`src/rtl/sdram_read_if.sv`:
```
// Bus bundle between the SDRAM read engine and its surroundings:
// SDRAM command/address/data, arbiter handshake, refresh request and
// read-FIFO write port. The master side is the read engine.
interface sdram_read_if;
    logic [3:0]  rd_cmd;
    logic [11:0] rd_addr;
    logic [1:0]  bank_addr;
    logic [15:0] rd_data;
    logic        rd_trig;
    logic        rd_en;
    logic        rd_req;
    logic        rd_end;
    logic        aref_req;
    logic        rfifo_wr_en;
    logic [15:0] rfifo_wr_data;

    modport master (
        output rd_cmd, rd_addr, bank_addr, rd_req, rd_end, rfifo_wr_en, rfifo_wr_data,
        input  rd_data, rd_trig, rd_en, aref_req
    );

    modport slave (
        input  rd_cmd, rd_addr, bank_addr, rd_req, rd_end, rfifo_wr_en, rfifo_wr_data,
        output rd_data, rd_trig, rd_en, aref_req
    );
endinterface

```
`src/rtl/sdram_read.sv`:
```
// SDRAM read engine: requests the bus from the arbiter, opens a row,
// issues burst-4 READs column by column and closes the row with a
// precharge-all at a 256-word job boundary, a row end, or a pending
// refresh. Returned DQ words are written to the read FIFO CAS_LAT+1
// cycles after each READ.
// Optional build macro SDRAM_READ_DQ_REG_EN: adds one register stage on
// rd_data, moving the FIFO write (and the bus release) one cycle later.
module sdram_read #(
    parameter int unsigned RROW_ADDR_END  = 937,
    parameter int unsigned RCOL_MADDR_END = 256,
    parameter int unsigned CAS_LAT        = 3
) (
    input  logic         sclk,
    input  logic         rst_n,
    sdram_read_if.master bus
);
    localparam logic [3:0] CMD_NOP  = 4'b0111;
    localparam logic [3:0] CMD_ACT  = 4'b0011;
    localparam logic [3:0] CMD_READ = 4'b0101;
    localparam logic [3:0] CMD_PRE  = 4'b0010;

    localparam logic [4:0] S_IDLE = 5'b00001;
    localparam logic [4:0] S_REQ  = 5'b00010;
    localparam logic [4:0] S_ACT  = 5'b00100;
    localparam logic [4:0] S_RD   = 5'b01000;
    localparam logic [4:0] S_PRE  = 5'b10000;

`ifdef SDRAM_READ_DQ_REG_EN
    localparam int unsigned RET_LAT = CAS_LAT + 2;
`else
    localparam int unsigned RET_LAT = CAS_LAT + 1;
`endif
    // READ history: bit k set means READ was on the bus k+1 cycles ago
    localparam int unsigned SR_W = RET_LAT + 2;

    localparam logic [11:0] ROW_LAST = 12'(RROW_ADDR_END);
    localparam logic [8:0]  COL_LAST = 9'(RCOL_MADDR_END - 4);

    logic [4:0]      state;
    logic [3:0]      rd_cmd_r;
    logic [11:0]     rd_addr_r;
    logic            rd_req_r;
    logic            rd_end_r;
    logic            wr_en_r;
    logic [15:0]     wr_data_r;
    logic [11:0]     row_addr;
    logic [8:0]      col_addr;
    logic [1:0]      burst_cnt;
    logic            act_done;
    logic            pre_done;
    logic            data_end_f;
    logic            row_end_f;
    logic            aref_f;
    logic [SR_W-1:0] rd_sr;
    logic [15:0]     dq_src;
    logic            read_on_bus;
    logic            ret_busy;
    logic            last_blk;
    logic            stop_rd;

    assign read_on_bus = (rd_cmd_r == CMD_READ);
    assign ret_busy    = read_on_bus | (|rd_sr) | wr_en_r;
    assign last_blk    = (row_addr == ROW_LAST) && (col_addr == COL_LAST);
    assign stop_rd     = data_end_f | row_end_f | bus.aref_req;

    assign bus.rd_cmd        = rd_cmd_r;
    assign bus.rd_addr       = rd_addr_r;
    assign bus.bank_addr     = 2'b00;
    assign bus.rd_req        = rd_req_r;
    assign bus.rd_end        = rd_end_r;
    assign bus.rfifo_wr_en   = wr_en_r;
    assign bus.rfifo_wr_data = wr_data_r;

    // Control FSM: arbitration, ACT/READ/PRE sequencing and address counters
    always_ff @(posedge sclk or negedge rst_n) begin
        if (!rst_n) begin
            state      <= S_IDLE;
            rd_cmd_r   <= CMD_NOP;
            rd_addr_r  <= '0;
            rd_req_r   <= 1'b0;
            rd_end_r   <= 1'b0;
            row_addr   <= '0;
            col_addr   <= '0;
            burst_cnt  <= '0;
            act_done   <= 1'b0;
            pre_done   <= 1'b0;
            data_end_f <= 1'b0;
            row_end_f  <= 1'b0;
            aref_f     <= 1'b0;
        end else begin
            rd_cmd_r <= CMD_NOP;
            rd_end_r <= 1'b0;
            case (state)
                S_IDLE: begin
                    if (bus.rd_trig) begin
                        state <= S_REQ;
                    end
                end
                S_REQ: begin
                    // grant is only honoured once our request is visible
                    rd_req_r <= 1'b1;
                    if (rd_req_r && bus.rd_en) begin
                        rd_req_r <= 1'b0;
                        state    <= S_ACT;
                    end
                end
                S_ACT: begin
                    if (!act_done) begin
                        rd_cmd_r  <= CMD_ACT;
                        rd_addr_r <= row_addr;
                        act_done  <= 1'b1;
                    end else begin
                        act_done <= 1'b0;
                        state    <= S_RD;
                    end
                end
                S_RD: begin
                    burst_cnt <= burst_cnt + 2'd1;
                    if (burst_cnt == 2'd0) begin
                        rd_cmd_r  <= CMD_READ;
                        rd_addr_r <= {3'b000, col_addr};
                        if (last_blk) begin
                            row_addr   <= '0;
                            col_addr   <= '0;
                            data_end_f <= 1'b1;
                        end else if (col_addr == 9'd508) begin
                            col_addr   <= '0;
                            row_addr   <= row_addr + 12'd1;
                            row_end_f  <= 1'b1;
                            data_end_f <= 1'b1;
                        end else begin
                            col_addr <= col_addr + 9'd4;
                            if (col_addr == 9'd252) begin
                                data_end_f <= 1'b1;
                            end
                        end
                    end
                    if ((burst_cnt == 2'd3) && stop_rd) begin
                        aref_f <= bus.aref_req;
                        state  <= S_PRE;
                    end
                end
                S_PRE: begin
                    // bus is released only after the job's last FIFO write
                    if (!pre_done) begin
                        rd_cmd_r  <= CMD_PRE;
                        rd_addr_r <= 12'h400;
                        pre_done  <= 1'b1;
                    end else if (data_end_f || aref_f || bus.aref_req) begin
                        if (!ret_busy) begin
                            state      <= data_end_f ? S_IDLE : S_REQ;
                            rd_end_r   <= 1'b1;
                            pre_done   <= 1'b0;
                            data_end_f <= 1'b0;
                            row_end_f  <= 1'b0;
                            aref_f     <= 1'b0;
                        end
                    end else begin
                        state     <= S_ACT;
                        pre_done  <= 1'b0;
                        row_end_f <= 1'b0;
                    end
                end
                default: begin
                    state <= S_IDLE;
                end
            endcase
        end
    end

`ifdef SDRAM_READ_DQ_REG_EN
    logic [15:0] dq_q;

    // Extra input stage on the DQ bus
    always_ff @(posedge sclk or negedge rst_n) begin
        if (!rst_n) begin
            dq_q <= '0;
        end else begin
            dq_q <= bus.rd_data;
        end
    end

    assign dq_src = dq_q;
`else
    assign dq_src = bus.rd_data;
`endif

    // Return path: times the four FIFO writes of each READ, independent of FSM state
    always_ff @(posedge sclk or negedge rst_n) begin
        if (!rst_n) begin
            rd_sr     <= '0;
            wr_en_r   <= 1'b0;
            wr_data_r <= '0;
        end else begin
            rd_sr   <= {rd_sr[SR_W-2:0], read_on_bus};
            wr_en_r <= |rd_sr[RET_LAT+1 -: 4];
            if (|rd_sr[RET_LAT+1 -: 4]) begin
                wr_data_r <= dq_src;
            end
        end
    end
endmodule

```
`src/flat_wrapper.sv`:
```
// flat-port wrapper written by rule: the top's interface ports become plain ports
module sdram_read_flat 
#(
    parameter int unsigned RROW_ADDR_END  = 937,
    parameter int unsigned RCOL_MADDR_END = 256,
    parameter int unsigned CAS_LAT        = 3
)
  (sclk, rst_n, bus_rd_cmd, bus_rd_addr, bus_bank_addr, bus_rd_req, bus_rd_end, bus_rfifo_wr_en, bus_rfifo_wr_data, bus_rd_data, bus_rd_trig, bus_rd_en, bus_aref_req);
  sdram_read_if bus_i ();
  input  logic sclk;
  input  logic rst_n;
  output wire logic [$bits(bus_i.rd_cmd)-1:0] bus_rd_cmd;
  output wire logic [$bits(bus_i.rd_addr)-1:0] bus_rd_addr;
  output wire logic [$bits(bus_i.bank_addr)-1:0] bus_bank_addr;
  output wire logic [$bits(bus_i.rd_req)-1:0] bus_rd_req;
  output wire logic [$bits(bus_i.rd_end)-1:0] bus_rd_end;
  output wire logic [$bits(bus_i.rfifo_wr_en)-1:0] bus_rfifo_wr_en;
  output wire logic [$bits(bus_i.rfifo_wr_data)-1:0] bus_rfifo_wr_data;
  input wire logic [$bits(bus_i.rd_data)-1:0] bus_rd_data;
  input wire logic [$bits(bus_i.rd_trig)-1:0] bus_rd_trig;
  input wire logic [$bits(bus_i.rd_en)-1:0] bus_rd_en;
  input wire logic [$bits(bus_i.aref_req)-1:0] bus_aref_req;
  assign bus_rd_cmd = bus_i.rd_cmd;
  assign bus_rd_addr = bus_i.rd_addr;
  assign bus_bank_addr = bus_i.bank_addr;
  assign bus_rd_req = bus_i.rd_req;
  assign bus_rd_end = bus_i.rd_end;
  assign bus_rfifo_wr_en = bus_i.rfifo_wr_en;
  assign bus_rfifo_wr_data = bus_i.rfifo_wr_data;
  assign bus_i.rd_data = bus_rd_data;
  assign bus_i.rd_trig = bus_rd_trig;
  assign bus_i.rd_en = bus_rd_en;
  assign bus_i.aref_req = bus_aref_req;
  sdram_read #(.RROW_ADDR_END(RROW_ADDR_END), .RCOL_MADDR_END(RCOL_MADDR_END), .CAS_LAT(CAS_LAT)) u_core (.sclk(sclk), .rst_n(rst_n), .bus(bus_i));
endmodule
```
`config.mk`:
```
export PLATFORM = sky130hd
export DESIGN_NAME = sdram_read_flat
export DESIGN_NICKNAME = d
export VERILOG_FILES = /design/src/rtl/sdram_read_if.sv /design/src/rtl/sdram_read.sv /design/src/flat_wrapper.sv
export SDC_FILE = /design/constraint.sdc
export NUM_CORES = 1
export LEC_CHECK = 0
export ABC_CLOCK_PERIOD_IN_PS = 2650
export CAP_MARGIN = 0
export CORE_MARGIN = 2
export CORE_UTILIZATION = 53
export DETAILED_ROUTE_END_ITERATION = 8
export MAX_ROUTING_LAYER = met4
export PLACE_DENSITY = 0.8
export RECOVER_POWER = 100
export SYNTH_ARGS = -nofsm -noshare
export SYNTH_HDL_FRONTEND = slang
export SYNTH_SLANG_ARGS = --single-unit
```
`constraint.sdc`:
```
create_clock -name sclk -period 2.65 [get_ports sclk]
set_input_delay 0.53 -clock sclk [delete_from_list [all_inputs] [get_ports sclk]]
set_output_delay 0.53 -clock sclk [all_outputs]
set_load 0.05 [all_outputs]
```
==> flow_summary.ini <==
[layout]
final-seq-area_um2 = 1780
filler_cell_count = 462
non_filler_cells_in_the_finished_layout = 432
drive_gt1_share_pct = 12.3
multi_input_logic_area_um2 = 1410
final_net_count = 378
num_antenna_cells = 0
synthToLayoutAreaGrowth_pct = 22.8
post-route-cell-area_um2 = 4100

[timing]
maxSlewViolCount = 28
final.period_utilization_pct = 87.8
grt_setup_unrepaired = no
period_needed_ps = 2330
fin_worst_skew_ps = 11.7
hold_viol_final = 0
finalHoldWorstSlack_ps = 387
slew_headroom_pct = -3.16
final_critical_path_setup_slack_ps = 324
final.setup.tns_ps = 0
finalSetupViolations = 0
maxClockFrequency_mhz = 430
worst_slew_pin_slew_ps = 1550

[global_routing]
antenna_found_initial = 0
grt_use_total_pct = 22.5
first_global_vias = 2497
grt.overflow.total = 0
largest_net_degree_at_the_start_of_global_routing = 45
grt_first_pass_wirelength_mm = 12.2

[clock_tree]
tritoncts = yes
cts_post_setup_buffers_inserted = 0
htree_num_levels = 3
clock-root-buffer = clkbuf_8
cts_buffer_depth = 2
cts_resized = 0
cts_buffers = 9
clk_pin_slew_ps = 70
clock_sinks = 71
insertion_delay_ps = 340
cts_hold_buf = 0

[setup_path]
cpMaxStageDelayCell = a31oi_1
required_ps = 2850
timing.critical_path.to_type = register
critical_path.startpoint = u_core.row_addr[0]
timing.critical_path.fanout_max = 11
crit_arrival_ps = 2530
critical_path.cell_chain = ha_1 -> and4b_1 -> a31oi_1 -> clkbuf_1 -> nor3_1 -> mux2i_1
critPathKind = reg2reg
critical_path.startpoint_type = register
critical_path.top_delay_family = compound AO/OA/AOI/OAI gates
crit-reg2reg-launch = u_core.row_addr[0]
timing.critical_path.slowest_cell_delay_ps = 850
path_buf_inv = 1

[outcome]
failed_checks = capacitance limit, slew limit
run_status = finished with violations

[logic_synthesis]
warning_count_from_the_yosys_run = 0
synth_area_leader_cell = dfrtp_1
synth-edff-count = 0
postSynth.asyncResetShare_pct = 100
register_bit_count_reported_by_yosys = 71
syn-instance-count = 296
post-synth-top-area-fraction_pct = 50.3
dominantRegCellSynth = dfrtp_1
synth_sequential_area_ratio_pct = 53.4
synthesized_cell_area_um2 = 3340
synthTopCellsByArea = dfrtp_1, mux2_2, dfstp_2
syn-mean-instance-area_um2 = 11.3
yosys.cell_types.count = 58

[detailed_routing]
drt-initial-drc-count = 157
vias_per_cell = 5.75
routed_wirelength_mm = 7.04
routed_wire_length_per_instance_um = 16.3
first_pass_iters = 4
route.antenna.remaining_nets = 0
vias = 2482
drcViolationCount = 0

[min_path]
holdCritPathClass = reg2reg
timing.hold.worst.start = u_core.rd_sr[2]

[placed_design]
hpwl_mm = 5.07
routabilityCongestion = 0.898
placement.setup.worst_slack_ps = 400
dpl.cell_count = 416
io_buffers = 54
postPlaceCellArea_um2 = 3920

[pwr]
power_per_cell_area_nw_per_um2 = 772
combinationalPowerShare_pct = 29.7
power_leakage_uw = 0.00184
pwr-share-seq_pct = 42.9
netSwitchingFraction_pct = 35.6
p_sw_uw = 1130
clockPowerShare_pct = 27.4
p_int_uw = 2040
vdd_drop_max_v = 0.000429

[floorplan]
floorplan.initialDensity_pct = 55.7
pin_count = 58
coreArea_um2 = 5990
die_x_um = 83.3
die_h_um = 83.3
rows = 28
design.die.area_um2 = 6940

[job]
timing.max_cap.violations = 1
## sequential cells by signal, indices dropped and copies added (netlist names), 2 cells and up
name                      flops
u_core.col_addr               7
u_core.row_addr              12
u_core.state                  5
u_core.rd_sr                  6
u_core.burst_cnt              2
u_core.bus.rfifo_wr_data     16
u_core.bus.rd_addr           12
u_core.bus.rd_cmd             3
## layout make-up
type                       count  area share (%)
clock buffer                  11            3.45
sequential                    71            43.5
inverter                      11            1.01
tap                           75            2.29
timing repair buffer          59            13.9
clock inverter                 5            1.40
multi-input combinational    200            34.5
## worst register-to-register path: cells and delay by family, from the launching register on
family / cells / cell delay (ps)
fa+ha+maj: 1 / 210
mux: 1 / 120
flops: 1 / 430
compound gates: 1 / 850
simple gates: 2 / 300
buf+inv: 1 / 280
## stage by stage
| stage | utilization [%] | total power [µW] |
|---|---|---|
| floorplan | - | 2060 |
| global placement | 65.5 | 2350 |
| detailed placement | 65.5 | 2380 |
| CTS | 68.8 | 3240 |
| global route | 68.4 | 3330 |
| finish | 68.4 | 3170 |
## metal layers
layer / global-route usage, % / vias to the layer above / share of wire (%)
met5: - / - / 0
met4: 7.30 / 0 / 1.3
met3: 5.67 / 11 / 8.4
met2: 32.8 / 121 / 46
met1: 31.0 / 1178 / 44
li1: - / 1172 / -
## cells by family (layout without fill, tap and decap cells)
group / after synthesis / after routing / synth area share [%]
AND/OR/NAND/NOR: 103 / 103 / 17.3
flip-flops: 71 / 71 / 53.4
AO/OA/AOI/OAI: 45 / 45 / 9.49
multiplexers: 33 / 33 / 10.8
buffers and inverters: 27 / 86 / 4.20
XOR/XNOR: 11 / 11 / 2.89
adder cells (fa/ha/maj): 5 / 5 / 1.88
other: 1 / 3 / 0.112
## power by group through the flow
stage	logic, µW	registers, µW	clock network (µW)
6_report	941	1360	866
5_1_grt	1010	1380	934
4_1_cts	1000	1360	877
3_5_place_dp	998	1380	0
3_3_place_gp	977	1370	0
2_1_floorplan	459	1600	0
## cells in the final DEF, fill, tap and decap left out, types with 6 or more instances in the layout
cell	Yosys	layout
dfrtp_1	67	67
clkbuf_1	5	6
clkdlybuf4s50_1	0	19
inv_1	11	11
clkbuf_8	0	10
nor3_1	12	12
dlygate4sd3_1	0	34
nand3_1	12	12
xor2_1	6	6
o21ai_0	13	14
nand2_1	27	27
nor2_1	14	14
a22o_1	7	7
mux2_2	21	21
mux2i_1	10	10
## cell usage after synthesis, types with 2 or more instances
library cell	instances
dfrtp_1	67
nand2_1	27
mux2_2	21
nor2_1	14
o21ai_0	13
nand3_1	12
nor3_1	12
inv_1	11
mux2i_1	10
a22o_1	7
xor2_1	6
clkbuf_1	5
ha_1	5
o31ai_1	5
or3_1	5
xnor2_1	5
buf_2	4
dfstp_2	4
nand4_1	4
nor4_1	4
a21oi_1	3
buf_4	3
buf_6	3
nor2b_1	3
mux2_1	2
nand2b_1	2
nor3b_1	2
nor4b_1	2
nor4bb_1	2
o21ai_1	2
o21bai_1	2
o41ai_1	2
or4_1	2
## path summary, 6_finish.rpt
check | endpoint | slack, ps | depth (start not counted)
min in group asynchronous | u_core.bus.rfifo_wr_data[12] | 560 | 1
min | u_core.rd_sr[3] | 390 | 0
max reg2reg | u_core.row_addr[3] | 320 | 6
max in group asynchronous | u_core.bus.rd_cmd[1] | 1120 | 2
min reg2reg | u_core.rd_sr[3] | 390 | 0
max | u_core.row_addr[3] | 320 | 6
Note: power is estimated with default switching activity, not from simulation.
==> patch 1 (same settings) <==
`CAS_LAT` is set to 3 in 2 places; all go to 2.
--- a/src/rtl/sdram_read.sv
+++ b/src/rtl/sdram_read.sv
@@ -8,7 +8,7 @@
 module sdram_read #(
     parameter int unsigned RROW_ADDR_END  = 937,
     parameter int unsigned RCOL_MADDR_END = 256,
-    parameter int unsigned CAS_LAT        = 3
+    parameter int unsigned CAS_LAT        = 2
 ) (
     input  logic         sclk,
     input  logic         rst_n,
--- a/src/flat_wrapper.sv
+++ b/src/flat_wrapper.sv
@@ -3,7 +3,7 @@
 #(
     parameter int unsigned RROW_ADDR_END  = 937,
     parameter int unsigned RCOL_MADDR_END = 256,
-    parameter int unsigned CAS_LAT        = 3
+    parameter int unsigned CAS_LAT        = 2
 )
   (sclk, rst_n, bus_rd_cmd, bus_rd_addr, bus_bank_addr, bus_rd_req, bus_rd_end, bus_rfifo_wr_en, bus_rfifo_wr_data, bus_rd_data, bus_rd_trig, bus_rd_en, bus_aref_req);
   sdram_read_if bus_i ();
Function: changed (Yosys sat finds a counterexample within 10 cycles, from zero or initial values and one cycle with rst_n low).
==> patch 1 against the unedited design <==
- critical path depth down 2
- area after synthesis shrank 0.75%
- cell area up 0.46%
- combinational power shrank 13%
- worst setup slack got worse by 0.074 ns
- total power grew 3.6%
- clock power rose by 33%
- sequential cell count shrank 1
- die area decreased by 0.72%
- wire length is 0.24% lower
==> patch 1: results (changes against the unedited design) <==
The amount of wire on met2 after detailed routing is 3130 um (-3.4%). The total met3 wirelength after detailed routing is 573 um (-3.2%). The startpoint identified for the worst register-to-register timing path is u_core.state[4]$_DFFE_PN0P_.

The destination of the worst register-to-register timing path is u_core.bus.rd_addr[7]$_DFFE_PN0P_. The total wire length came out at 7020 um (-0.24%). The area occupied by registers came out at 0.00176 mm^2 (-1.4%). The global-route wire length before repair came out at 12000 um (-1.8%).

The layout net count came out at 369 (-2.4%). The headroom to the max-slew limit is 0.0169 (+0.0485). The share of cells above drive strength 1 is 0.135 (+0.0118). By count the netlist is led by dfrtp_1, mux2_2, nand2_1. The final HPWL from detailed placement is 4880 um (-3.8%). The static leakage came out at 1.90 nW (+3.4%).

The cell area after placement came out at 0.00389 mm^2 (-0.83%). The count of different cell masters after synthesis is 51 (-12%). The largest voltage drop on the vdd net is 0.491 mV (+14%).

The total routed wire length on the met1 layer is 3200 um (+2.6%). The arrival time of data at the critical path endpoint is 2.63 ns (+0.10 ns). The area of combinational cells with multiple inputs is 0.00138 mm^2 (-2.5%). The clock tree skew after final layout is 0.0116 ns (-0.000175 ns). The xor/xnor share of the synthesized area was 0.0317 (+0.00286). The biggest cell delay along the critical path is 0.63 ns (-0.22 ns). The peak fanout along the critical path came out at 13 (+2).

The master of the slowest instance on the critical path is o311a_1. The adder and majority gate portion of the synthesized area was 0.0189 (+0.000142). The total routing usage reported by global routing is 0.222 (-0.00280). The run finished with clean final reports.

The multiplexer area fraction after synthesis came out at 0.119 (+0.0110). The internal reg-to-reg setup slack came out at 0.25 ns (-0.07 ns). The worst hold path terminates at u_core.rd_sr[2]$_DFF_PN0_.
==> patch 1: where the power goes <==
group | total [mW] | switching [mW] | internal [mW] | leakage [nW]
sequential | 1.30 | 0.106 | 1.20 | 0.951
clock | 1.15 | 0.427 | 0.725 | 0.134
combinational | 0.823 | 0.519 | 0.305 | 0.820
total | 3.28 | 1.05 | 2.23 | 1.90
==> patch 1: metrics by stage <==
stage | power, mW | utilization | instances | setup slack [ns] | hold WS (ns)
6_report | 3.28 | 0.687 | 423 | 0.251 | 0.378
5_1_grt | 3.43 | 0.687 | 423 | 0.125 | 0.391
4_1_cts | 3.34 | 0.695 | 423 | 0.342 | 0.192
3_5_place_dp | 2.19 | 0.650 | 407 | 0.430 | 0.361
3_3_place_gp | 2.17 | 0.650 | 407 | 0.535 | 0.353
2_1_floorplan | 1.92 | - | 292 | 0.661 | 0.234
==> patch 1: worst max-delay path by stage <==
stage                                               endpoint  slack [ns]
after CTS                     u_core.row_addr[9]$_DFFE_PN0P_        0.34
after floorplan           u_core.bus.rd_addr[10]$_DFFE_PN0P_        0.66
after global routing          u_core.row_addr[9]$_DFFE_PN0P_        0.13
after global placement     u_core.bus.rd_addr[8]$_DFFE_PN0P_        0.53
final                      u_core.bus.rd_addr[7]$_DFFE_PN0P_        0.25
after detailed placement      u_core.row_addr[9]$_DFFE_PN0P_        0.43
==> patch 1: critical path, delay by kind of cell, from the launching register on <==
kind	cells	cell delay, ns
mux	1	0.41
simple gates	1	0.53
compound gates	2	0.81
flops	1	0.53
==> patch 1: per-layer routing <==
| layer | vias up | global-route usage |
|---|---|---|
| li1 | 1163 | - |
| met1 | 1210 | 0.299 |
| met2 | 135 | 0.315 |
| met5 | - | - |
| met3 | 12 | 0.0755 |
| met4 | 0 | 0.0775 |
==> patch 2 (same settings) <==
Made on the original files. `rd_sr` no longer has a reset.
--- a/src/rtl/sdram_read.sv
+++ b/src/rtl/sdram_read.sv
@@ -188,16 +188,18 @@
     // Return path: times the four FIFO writes of each READ, independent of FSM state
     always_ff @(posedge sclk or negedge rst_n) begin
         if (!rst_n) begin
-            rd_sr     <= '0;
             wr_en_r   <= 1'b0;
             wr_data_r <= '0;
         end else begin
-            rd_sr   <= {rd_sr[SR_W-2:0], read_on_bus};
             wr_en_r <= |rd_sr[RET_LAT+1 -: 4];
             if (|rd_sr[RET_LAT+1 -: 4]) begin
                 wr_data_r <= dq_src;
             end
         end
     end
+
+    always_ff @(posedge sclk) begin
+        rd_sr <= {rd_sr[SR_W-2:0], read_on_bus};
+    end
 endmodule
 
Formal check against the unedited RTL: no difference found for any inputs over 10 cycles, from zero or initial values and one cycle with rst_n low; that may be too few to reach the edited logic, so the function may still have changed.
==> patch 2 against the unedited design <==
- fmax grew 2.1%
- worst setup slack gained 0.049 ns
- wire length shrank 3.3%
- first-iteration DRC count shrank 6.4%
- area after synthesis shrank 0.90%
- sequential cell count is the same
- cell area shrank 1.2%
- total power shrank 2.2%
- largest cell class unchanged
==> patch 2: results (changes against the unedited design) <==
The violation count after the first detailed-route iteration came out at 147 (-6.4%). The share of cells above drive strength 1 is 0.131 (+0.00804). The clock tree skew after final layout came out at 0.00912 ns (-0.00263 ns).

The worst hold path begins at u_core.rd_sr[0]$_DFF_P_. The peak fanout along the critical path came out at 2 (-9). The xor/xnor share of the synthesized area is 0.0291 (+0.000262).

The adder and majority gate portion of the synthesized area is 0.0189 (+0.000170). The capturing element of the worst setup path is bus_rd_cmd[0]. The total routing usage reported by global routing came to 0.220 (-0.00499).

The maximum number of pins on one net before global-route repair came out at 43 (-4.4%). The startpoint identified for the worst register-to-register timing path is u_core.burst_cnt[0]$_DFFE_PN0N_. The arrival time of data at the critical path endpoint came out at 1.75 ns (-0.78 ns). The initial cell density of the core is 0.552 (-0.00501).

The startpoint of the most critical setup path is u_core.bus.rd_cmd[0]$_DFF_PN1_. The number of global-route vias before repair is 2477 (-0.80%). After synthesis, the cell types taking the most area are dfrtp_1, mux2_2, dfxtp_1, dfstp_2, nand2_1. The post-synthesis area per instance came out at 11.2 um^2 (-0.90%).

The biggest cell delay along the critical path is 0.87 ns (+0.02 ns). By count the netlist is led by dfrtp_1, nand2_1, mux2_2. The internal reg-to-reg setup slack is 0.42 ns (+0.10 ns).

The kind of cell with the highest combined delay on the critical path is buffers and inverters. The sequential element share of the synthesized area came out at 0.530 (-0.00423). The synthesized-area fraction occupied by ao, oa, aoi and oai cells came to 0.0958 (+0.000862). The worst register-to-register path ends at u_core.row_addr[8]$_DFFE_PN0P_. The placer congestion estimate was 0.887 (-1.3%). The largest voltage drop on the vdd net was 0.429 mV (about the same). The final instance count without filler cells was 433 (+0.23%). The final HPWL from detailed placement came out at 4880 um (-3.8%). The run finished with clean final reports. The worst hold path terminates at u_core.rd_sr[1]$_DFF_P_. The via density per instance is 5.62 (-2.2%). The static leakage was 1.78 nW (-3.3%). The master of the slowest instance on the critical path is dlygate4sd3_1.
patch 2: changes by cell type in the layout (fill, tap and decap cells not counted):
cell        before  now
dfrtp_1         67   61
dfxtp_1          0    6
clkinvlp_4       0    3
buf_4            0    2
clkbuf_1         6    4
bufinv_16        1    0
clkinv_2         2    1
clkinv_4         2    1
inv_6            0    1
nor4_1           5    6
nor4_4           1    0
or2_0            1    0
or2_4            0    1
patch 2: layout make-up:
| type | count | area share |
|---|---|---|
| sequential | 71 | 0.432 |
| multi-input combinational | 200 | 0.346 |
| timing repair buffer | 60 | 0.143 |
| clock buffer | 10 | 0.0340 |
| tap | 75 | 0.0232 |
| clock inverter | 6 | 0.0111 |
| inverter | 11 | 0.0102 |
patch 2: stage by stage:
stage	setup WS [ns]	instance area, um^2	total power [mW]	hold slack (ns)
floorplan	0.662	3310	2.06	0.234
global placement	0.493	3900	2.35	0.328
detailed placement	0.437	3900	2.37	0.337
CTS	0.408	4080	3.16	0.184
global route	0.151	4050	3.28	0.364
finish	0.373	4050	3.10	0.349
patch 2: layer usage:
layer  part of all wire  vias to the layer above  routed length (um)  track usage
li1                   -                     1179                   -            -
met1               0.47                     1143                3170        0.297
met2               0.45                      104                3090        0.331
met3              0.065                        7                 439       0.0547
met4              0.015                        0                 102       0.0671
met5                  0                        -                   0            -
patch 2: power by group:
group	total [mW]	switching (mW)	internal (mW)
Combinational	0.945	0.586	0.358
Clock	0.795	0.427	0.368
Sequential	1.36	0.129	1.23
Total	3.10	1.14	1.95
patch 2: worst register-to-register path: stages (launching register included):
cell and delay (ns):
dfrtp_1 0.39, inv_1 0.09, ha_1 0.22, nand4bb_1 0.19, or4_4 0.69, nor4_1 0.35
mux2i_1 0.22
